<file path="src/rtl/vga_text_timing.sv">
// vga_text_timing
//   VGA 640x480@60 timing generator with a 32x22 text-cell address sequencer.
//   The h/v counters feed a registered stage that produces text-cell indices
//   (char_index, glyph_row, glyph_col, in_text) and raw sync/blank. Sync and
//   blank then pass through a PIPE_DLY-deep delay line, so they line up with
//   the downstream character fetch / font ROM latency.
//
//   Optional feature: define VGA_TEXT_BLINK_EN to build the frame counter that
//   drives blink; otherwise blink is tied to 0.
//
// Ports
//   clk          pixel-domain clock
//   reset        asynchronous, active-low reset
//   en           pixel enable; every register advances only when en=1
//   hsync/vsync  active-low syncs, delayed by PIPE_DLY enabled cycles
//   blank        active-low DAC blank (1 = visible pixel), delayed like sync
//   sync         DAC composite sync, constant 0
//   frame_start  one-enabled-cycle pulse when the counters wrap to (0,0)
//   in_text      pixel lies inside the text window
//   char_index   row*TXT_COLS+col, 0 outside the window
//   glyph_row    pixel row inside the 16x16 cell, 0 outside the window
//   glyph_col    pixel column inside the 16x16 cell, 0 outside the window
//   blink        blink phase, toggles every 32 frames
module vga_text_timing #(
  parameter int H_ACTIVE = 640,
  parameter int H_FP     = 16,
  parameter int H_SYNC   = 96,
  parameter int H_BP     = 48,
  parameter int V_ACTIVE = 480,
  parameter int V_FP     = 10,
  parameter int V_SYNC   = 2,
  parameter int V_BP     = 33,
  parameter int TXT_COLS = 32,
  parameter int TXT_ROWS = 22,
  parameter int TXT_X0   = 64,
  parameter int TXT_Y0   = 64,
  parameter int PIPE_DLY = 2
) (
  input  logic       clk,
  input  logic       reset,
  input  logic       en,
  output logic       hsync,
  output logic       vsync,
  output logic       blank,
  output logic       sync,
  output logic       frame_start,
  output logic       in_text,
  output logic [9:0] char_index,
  output logic [3:0] glyph_row,
  output logic [3:0] glyph_col,
  output logic       blink
);

  localparam int H_TOTAL  = H_ACTIVE + H_FP + H_SYNC + H_BP;
  localparam int V_TOTAL  = V_ACTIVE + V_FP + V_SYNC + V_BP;
  localparam int HW       = $clog2(H_TOTAL);
  localparam int VW       = $clog2(V_TOTAL);
  localparam int COL_SH   = $clog2(TXT_COLS);
  localparam int X_END    = TXT_X0 + 16 * TXT_COLS;
  localparam int Y_END    = TXT_Y0 + 16 * TXT_ROWS;
  localparam int HS_START = H_ACTIVE + H_FP;
  localparam int HS_END   = HS_START + H_SYNC;
  localparam int VS_START = V_ACTIVE + V_FP;
  localparam int VS_END   = VS_START + V_SYNC;
  localparam int PW       = PIPE_DLY + 1;
  localparam logic [HW-1:0] H_LAST = HW'(H_TOTAL - 1);
  localparam logic [VW-1:0] V_LAST = VW'(V_TOTAL - 1);

  logic [HW-1:0] r_h;
  logic [VW-1:0] r_v;
  // Cleared by reset so the post-reset (0,0) is not reported as a frame start.
  logic          r_armed;

  logic [31:0]   w_h32;
  logic [31:0]   w_v32;
  logic [HW-1:0] w_hx;
  logic [VW-1:0] w_vy;
  logic          w_in_text;
  logic [9:0]    w_char;
  logic [3:0]    w_grow;
  logic [3:0]    w_gcol;
  logic          w_hs;
  logic          w_vs;
  logic          w_de;
  logic          w_fs;

  logic          r_in_text;
  logic [9:0]    r_char;
  logic [3:0]    r_grow;
  logic [3:0]    r_gcol;
  logic          r_fs;
  // Index 0 is the stage-1 register; index PIPE_DLY drives the outputs.
  logic [PW-1:0] r_hs_p;
  logic [PW-1:0] r_vs_p;
  logic [PW-1:0] r_de_p;

  always_ff @(posedge clk or negedge reset) begin
    if (!reset) begin
      r_h     <= '0;
      r_v     <= '0;
      r_armed <= 1'b0;
    end else if (en) begin
      r_armed <= 1'b1;
      if (r_h == H_LAST) begin
        r_h <= '0;
        r_v <= (r_v == V_LAST) ? '0 : r_v + VW'(1);
      end else begin
        r_h <= r_h + HW'(1);
      end
    end
  end

  always_comb begin
    w_h32     = 32'(r_h);
    w_v32     = 32'(r_v);
    w_hx      = r_h - HW'(TXT_X0);
    w_vy      = r_v - VW'(TXT_Y0);
    w_in_text = (w_h32 >= TXT_X0) && (w_h32 < X_END) &&
                (w_v32 >= TXT_Y0) && (w_v32 < Y_END);
    w_char    = '0;
    w_grow    = '0;
    w_gcol    = '0;
    if (w_in_text) begin
      // TXT_COLS is a power of two, so row*TXT_COLS is a shift.
      w_char = (10'(w_vy >> 4) << COL_SH) + 10'(w_hx >> 4);
      w_grow = w_vy[3:0];
      w_gcol = w_hx[3:0];
    end
    w_hs = !((w_h32 >= HS_START) && (w_h32 < HS_END));
    w_vs = !((w_v32 >= VS_START) && (w_v32 < VS_END));
    w_de = (w_h32 < H_ACTIVE) && (w_v32 < V_ACTIVE);
    w_fs = r_armed && (r_h == '0) && (r_v == '0);
  end

  always_ff @(posedge clk or negedge reset) begin
    if (!reset) begin
      r_in_text <= 1'b0;
      r_char    <= '0;
      r_grow    <= '0;
      r_gcol    <= '0;
      r_fs      <= 1'b0;
      r_hs_p    <= '1;
      r_vs_p    <= '1;
      r_de_p    <= '0;
    end else if (en) begin
      r_in_text <= w_in_text;
      r_char    <= w_char;
      r_grow    <= w_grow;
      r_gcol    <= w_gcol;
      r_fs      <= w_fs;
      r_hs_p    <= PW'({r_hs_p, w_hs});
      r_vs_p    <= PW'({r_vs_p, w_vs});
      r_de_p    <= PW'({r_de_p, w_de});
    end
  end

  assign hsync       = r_hs_p[PIPE_DLY];
  assign vsync       = r_vs_p[PIPE_DLY];
  assign blank       = r_de_p[PIPE_DLY];
  assign sync        = 1'b0;
  assign frame_start = r_fs;
  assign in_text     = r_in_text;
  assign char_index  = r_char;
  assign glyph_row   = r_grow;
  assign glyph_col   = r_gcol;

`ifdef VGA_TEXT_BLINK_EN
  // Counts frames modulo 32; the phase flips as the count wraps, so blink is
  // low for frames 0..31 and high for 32..63. It updates on the same edge
  // that raises frame_start.
  logic [4:0] r_frame_cnt;
  logic       r_blink;

  always_ff @(posedge clk or negedge reset) begin
    if (!reset) begin
      r_frame_cnt <= '0;
      r_blink     <= 1'b0;
    end else if (en && w_fs) begin
      r_frame_cnt <= r_frame_cnt + 5'd1;
      if (r_frame_cnt == 5'd31) r_blink <= ~r_blink;
    end
  end

  assign blink = r_blink;
`else
  assign blink = 1'b0;
`endif

endmodule

</file>
<file path="config.mk">
export PLATFORM = sky130hd
export DESIGN_NAME = vga_text_timing
export DESIGN_NICKNAME = d
export VERILOG_FILES = /design/src/rtl/vga_text_timing.sv
export SDC_FILE = /design/constraint.sdc
export NUM_CORES = 1
export LEC_CHECK = 0
export BUFFER_PORTS_ARGS = -buffer_cell sky130_fd_sc_hd__buf_4
export CAP_MARGIN = 20
export CORE_ASPECT_RATIO = 0.7
export CORE_MARGIN = 8
export CORE_UTILIZATION = 26
export CTS_BUF_LIST = sky130_fd_sc_hd__clkbuf_2 sky130_fd_sc_hd__clkbuf_4 sky130_fd_sc_hd__clkbuf_8
export CTS_CLUSTER_SIZE = 28
export DETAILED_ROUTE_END_ITERATION = 7
export PLACE_DENSITY = 0.39
export SYNTH_ARGS = -nofsm -noshare
export SYNTH_HDL_FRONTEND = slang
export SYNTH_SLANG_ARGS = --single-unit
</file>
<file path="constraint.sdc">
create_clock -name clk -period 2.7 [get_ports clk]
set_input_delay 0.27 -clock clk [delete_from_list [all_inputs] [get_ports clk]]
set_output_delay 0.27 -clock clk [all_outputs]
set_load 0.03 [all_outputs]
</file>
==> flow_metrics.py <==
metrics = {
    "outcome": {
        "status": "finished, violations left",
        "violations": "hold timing",
    },
    "power_and_ir_drop": {
        "netSwitchingFraction": 0.3066,
        "p_sw_mw": 0.4935,
        "leakage_nw": 1.338,
        "max-vdd-ir-drop_v": 0.0001966,
        "seqPwrFrac": 0.571,
        "total_power_mw": 1.610,
        "clkPwrFrac": 0.307,
        "power_density_nw_per_um2": 534.8,
        "combPwrFrac": 0.122,
        "internal-power_mw": 1.116,
    },
    "critical_path": {
        "endpoint_kind": "flop",
        "critPathTopFamily": "simple AND/OR/NAND/NOR gates",
        "r2r_cells": 6,
        "crit_fanout": 15,
        "crit_buf_inv": 1,
        "worstSetupStartpointType": "flop",
        "worst_path_max_delay_cell": "nor4_4",
        "r2r-start": "r_h[6]",
        "cp.depth": 6,
        "cp.arrival_ns": 2.58,
        "crit_path_max_incr_delay_ns": 0.77,
        "endpoint": "char_index[7]",
        "cp.required_ns": 2.95,
        "rr_endpoint": "char_index[7]",
        "reg2reg_slack_ns": 0.37,
        "criticalPathCategory": "reg -> reg",
        "crit_start": "r_h[6]",
        "path_cells": "inv_1 -> ha_1 -> nand2b_1 -> a221o_1 -> nor4_4 -> a22o_1",
    },
    "cells_and_area": {
        "seqCellArea_sq_um": 1259,
        "drive_gt1_frac": 0.2231,
        "final_nets": 278,
        "final_core_util": 0.3085,
        "multi_input_comb_area_sq_um": 1220,
        "antenna_cells": 0,
        "syn_to_final_growth_pct": 14.74,
        "fill_cells": 1035,
    },
    "global_route": {
        "antenna_found_initial": 0,
        "grt_pass1_vias": 1850,
        "track_usage": 0.1028,
        "grt_pass1_wl_um": 10830,
        "grt_max_degree": 51,
        "grt-ovfl-total": 0,
    },
    "yosys": {
        "ys_seq_area_frac": 0.4797,
        "synth-edff-count": 0,
        "synthTopCellsByArea": "dfrtp_1, ha_1, dfstp_2",
        "yosys.cell_types.count": 50,
        "async_reset_ff_frac": 1.000,
        "synthesis.area_sq_um": 2624,
        "synth-main-ff-cell": "dfrtp_1",
        "ys_ff_latch": 50,
        "yosysTopAreaCellShare": 0.4196,
        "syn_area_per_cell_sq_um": 10.93,
        "netlist_instances": 240,
        "synth_top_area_cell": "dfrtp_1",
        "ys_warn_count": 0,
    },
    "cts": {
        "cts_tree": "built",
        "cts-resized-gates": 0,
        "post_cts_buffers": 0,
        "cts_hold_buf": 0,
        "cts_max_level": 2,
        "path_clk_slew_ns": 0.10,
        "clk_latency_ns": 0.31,
        "clock_path_buffers": 2,
        "cts_sinks": 50,
        "clock-root-buffer": "clkbuf_8",
        "numCtsBuffers": 5,
    },
    "routing": {
        "drc": 0,
        "first_iter_violations": 98,
        "drt-total-wl_um": 6648,
        "ant_nets": 0,
        "vias_per_cell": 4.742,
        "num_vias": 1840,
        "drtPass1Iterations": 4,
        "wl_per_cell_um": 17.13,
    },
    "placement": {
        "place.gp.congestion": 0.7340,
        "dp_hpwl_um": 4707,
        "port_buffers": 25,
    },
    "sta": {
        "rsz0062_at_grt": "no",
        "hold_viol_final": 22,
        "clock-skew-final_ns": 0.01527,
        "post-route-period-util": 0.8625,
        "min_period_ns": 2.329,
        "fmax_mhz": 429.4,
        "finalSetupTns_ns": 0,
        "relSlewSlack": 0.4265,
        "holdWs_ns": -0.03082,
        "finalMaxSlewViolations": 0,
        "finalSetupViolations": 0,
        "max_slew.worst_pin.slew_ns": 0.8538,
    },
    "floorplan": {
        "design.portCount": 28,
        "core_sq_um": 9759,
        "die_height_um": 100.0,
        "initial_core_util": 0.2688,
        "dieWidth_um": 136.1,
        "num_rows": 30,
        "fp.dieArea_sq_um": 13610,
    },
    "job": {
        "max_cap_viol_count": 0,
    },
    "hold_path": {
        "hp-class": "in -> async",
    },
}
==> sequential cells by signal (all words and copies together), names as in the netlist <==
name,flops
r_armed,1
frame_start,1
r_v,10
r_de_p,3
in_text,1
glyph_col,4
r_hs_p,3
char_index,10
r_h,10
glyph_row,4
r_vs_p,3
==> power groups by stage <==
stage,clock [mW],combinational [mW],sequential (mW)
after floorplan,0,0.238,0.834
after detailed placement,0,0.197,0.932
final,0.494,0.196,0.919
after CTS,0.521,0.199,0.916
after global placement,0,0.199,0.933
after global routing,0.553,0.227,0.932
==> cells by family after synthesis <==
family,after synthesis,synth area share
AND/OR/NAND/NOR,69,0.1669
AO/OA/AOI/OAI,52,0.1426
flip-flops,50,0.4797
buffers and inverters,31,0.05675
adder cells (fa/ha/maj),16,0.07630
XOR/XNOR,14,0.04673
multiplexers,7,0.02956
other,1,0.001429
==> worst reg2reg max path: cells and delay by family (launching register included) <==
kind / cells / cell delay (ns)
AOI/OAI and AO/OA: 2 / 0.58
and+or+nand+nor: 2 / 0.84
buffers and inverters: 1 / 0.17
adders and majority gates: 1 / 0.22
DFF: 1 / 0.48
==> Yosys cell counts (all sizes together), types with 3 or more instances <==
library cell   n
nand4          7
dfstp          6
clkbuf         7
a21oi          5
nor2          10
a32o           4
or3            4
ha            16
xor2           5
dfrtp         44
nand4b         3
o21ai         15
xnor2          9
nand3          8
nor3           4
nand2         14
mux2           6
buf           11
inv           13
and3           3
nor4           4
a22o          14
==> area by class of cell <==
class                   instances  share of cell area
flip-flops and latches         50              0.4181
multi-input cells             160              0.4052
repair buffers                 29             0.07232
well taps                     128             0.05320
clock buffers                   7             0.03200
inverters                      13             0.01621
clock inverters                 1            0.002909
==> metal layers <==
| layer | vias to the layer above | wire length, um | global-route usage |
|---|---|---|---|
| met5 | - | 0 | 0 |
| met4 | 0 | 45 | 0.02271 |
| met3 | 5 | 369 | 0.03244 |
| met2 | 38 | 2413 | 0.1163 |
| met1 | 900 | 3819 | 0.1710 |
| li1 | 897 | - | - |
==> per-stage QoR <==
stage	setup WS [ns]	instances	hold WS, ns	cell area [sq um]
finish	0.3712	388	-0.03082	3010
global route	0.1591	388	0.01810	3010
CTS	0.3286	388	0.01220	3010
detailed placement	0.3286	380	0.3617	2905
global placement	0.3693	380	0.3602	2905
floorplan	0.6955	241	-0.02559	2628
==> placed cells by master (no fill, tap or decap), types with 2 or more instances in the layout <==
cell | Yosys | layout
and3_1 | 3 | 3
nor4_1 | 3 | 3
or3_1 | 4 | 4
or3b_2 | 2 | 2
and4b_1 | 2 | 2
a21oi_1 | 5 | 5
a22o_1 | 14 | 14
ha_1 | 16 | 16
dfstp_2 | 6 | 6
conb_1 | 1 | 2
dfrtp_1 | 44 | 44
clkbuf_8 | 0 | 7
o21ai_0 | 15 | 15
mux2_2 | 6 | 6
o31ai_1 | 2 | 2
nand4_1 | 6 | 6
o21a_1 | 2 | 2
nand4b_1 | 3 | 3
a32o_1 | 4 | 4
nor2_1 | 10 | 10
inv_1 | 13 | 13
buf_4 | 5 | 29
nand3_1 | 8 | 8
nand2_1 | 14 | 14
nor3_1 | 3 | 3
xnor2_1 | 9 | 9
a31oi_1 | 2 | 2
xor2_1 | 5 | 5
==> worst min-delay path by stage <==
stage | from | endpoint | slack (ns) | cells past startpoint
6_report | reset | in_text | -0.03 | 1
5_1_grt | reset | in_text | 0.02 | 1
4_1_cts | reset | in_text | 0.01 | 1
3_5_place_dp | reset | in_text | 0.36 | 1
3_3_place_gp | reset | in_text | 0.36 | 1
2_1_floorplan | reset | char_index[0] | -0.03 | 0
Power figures use the tool's default switching activity.
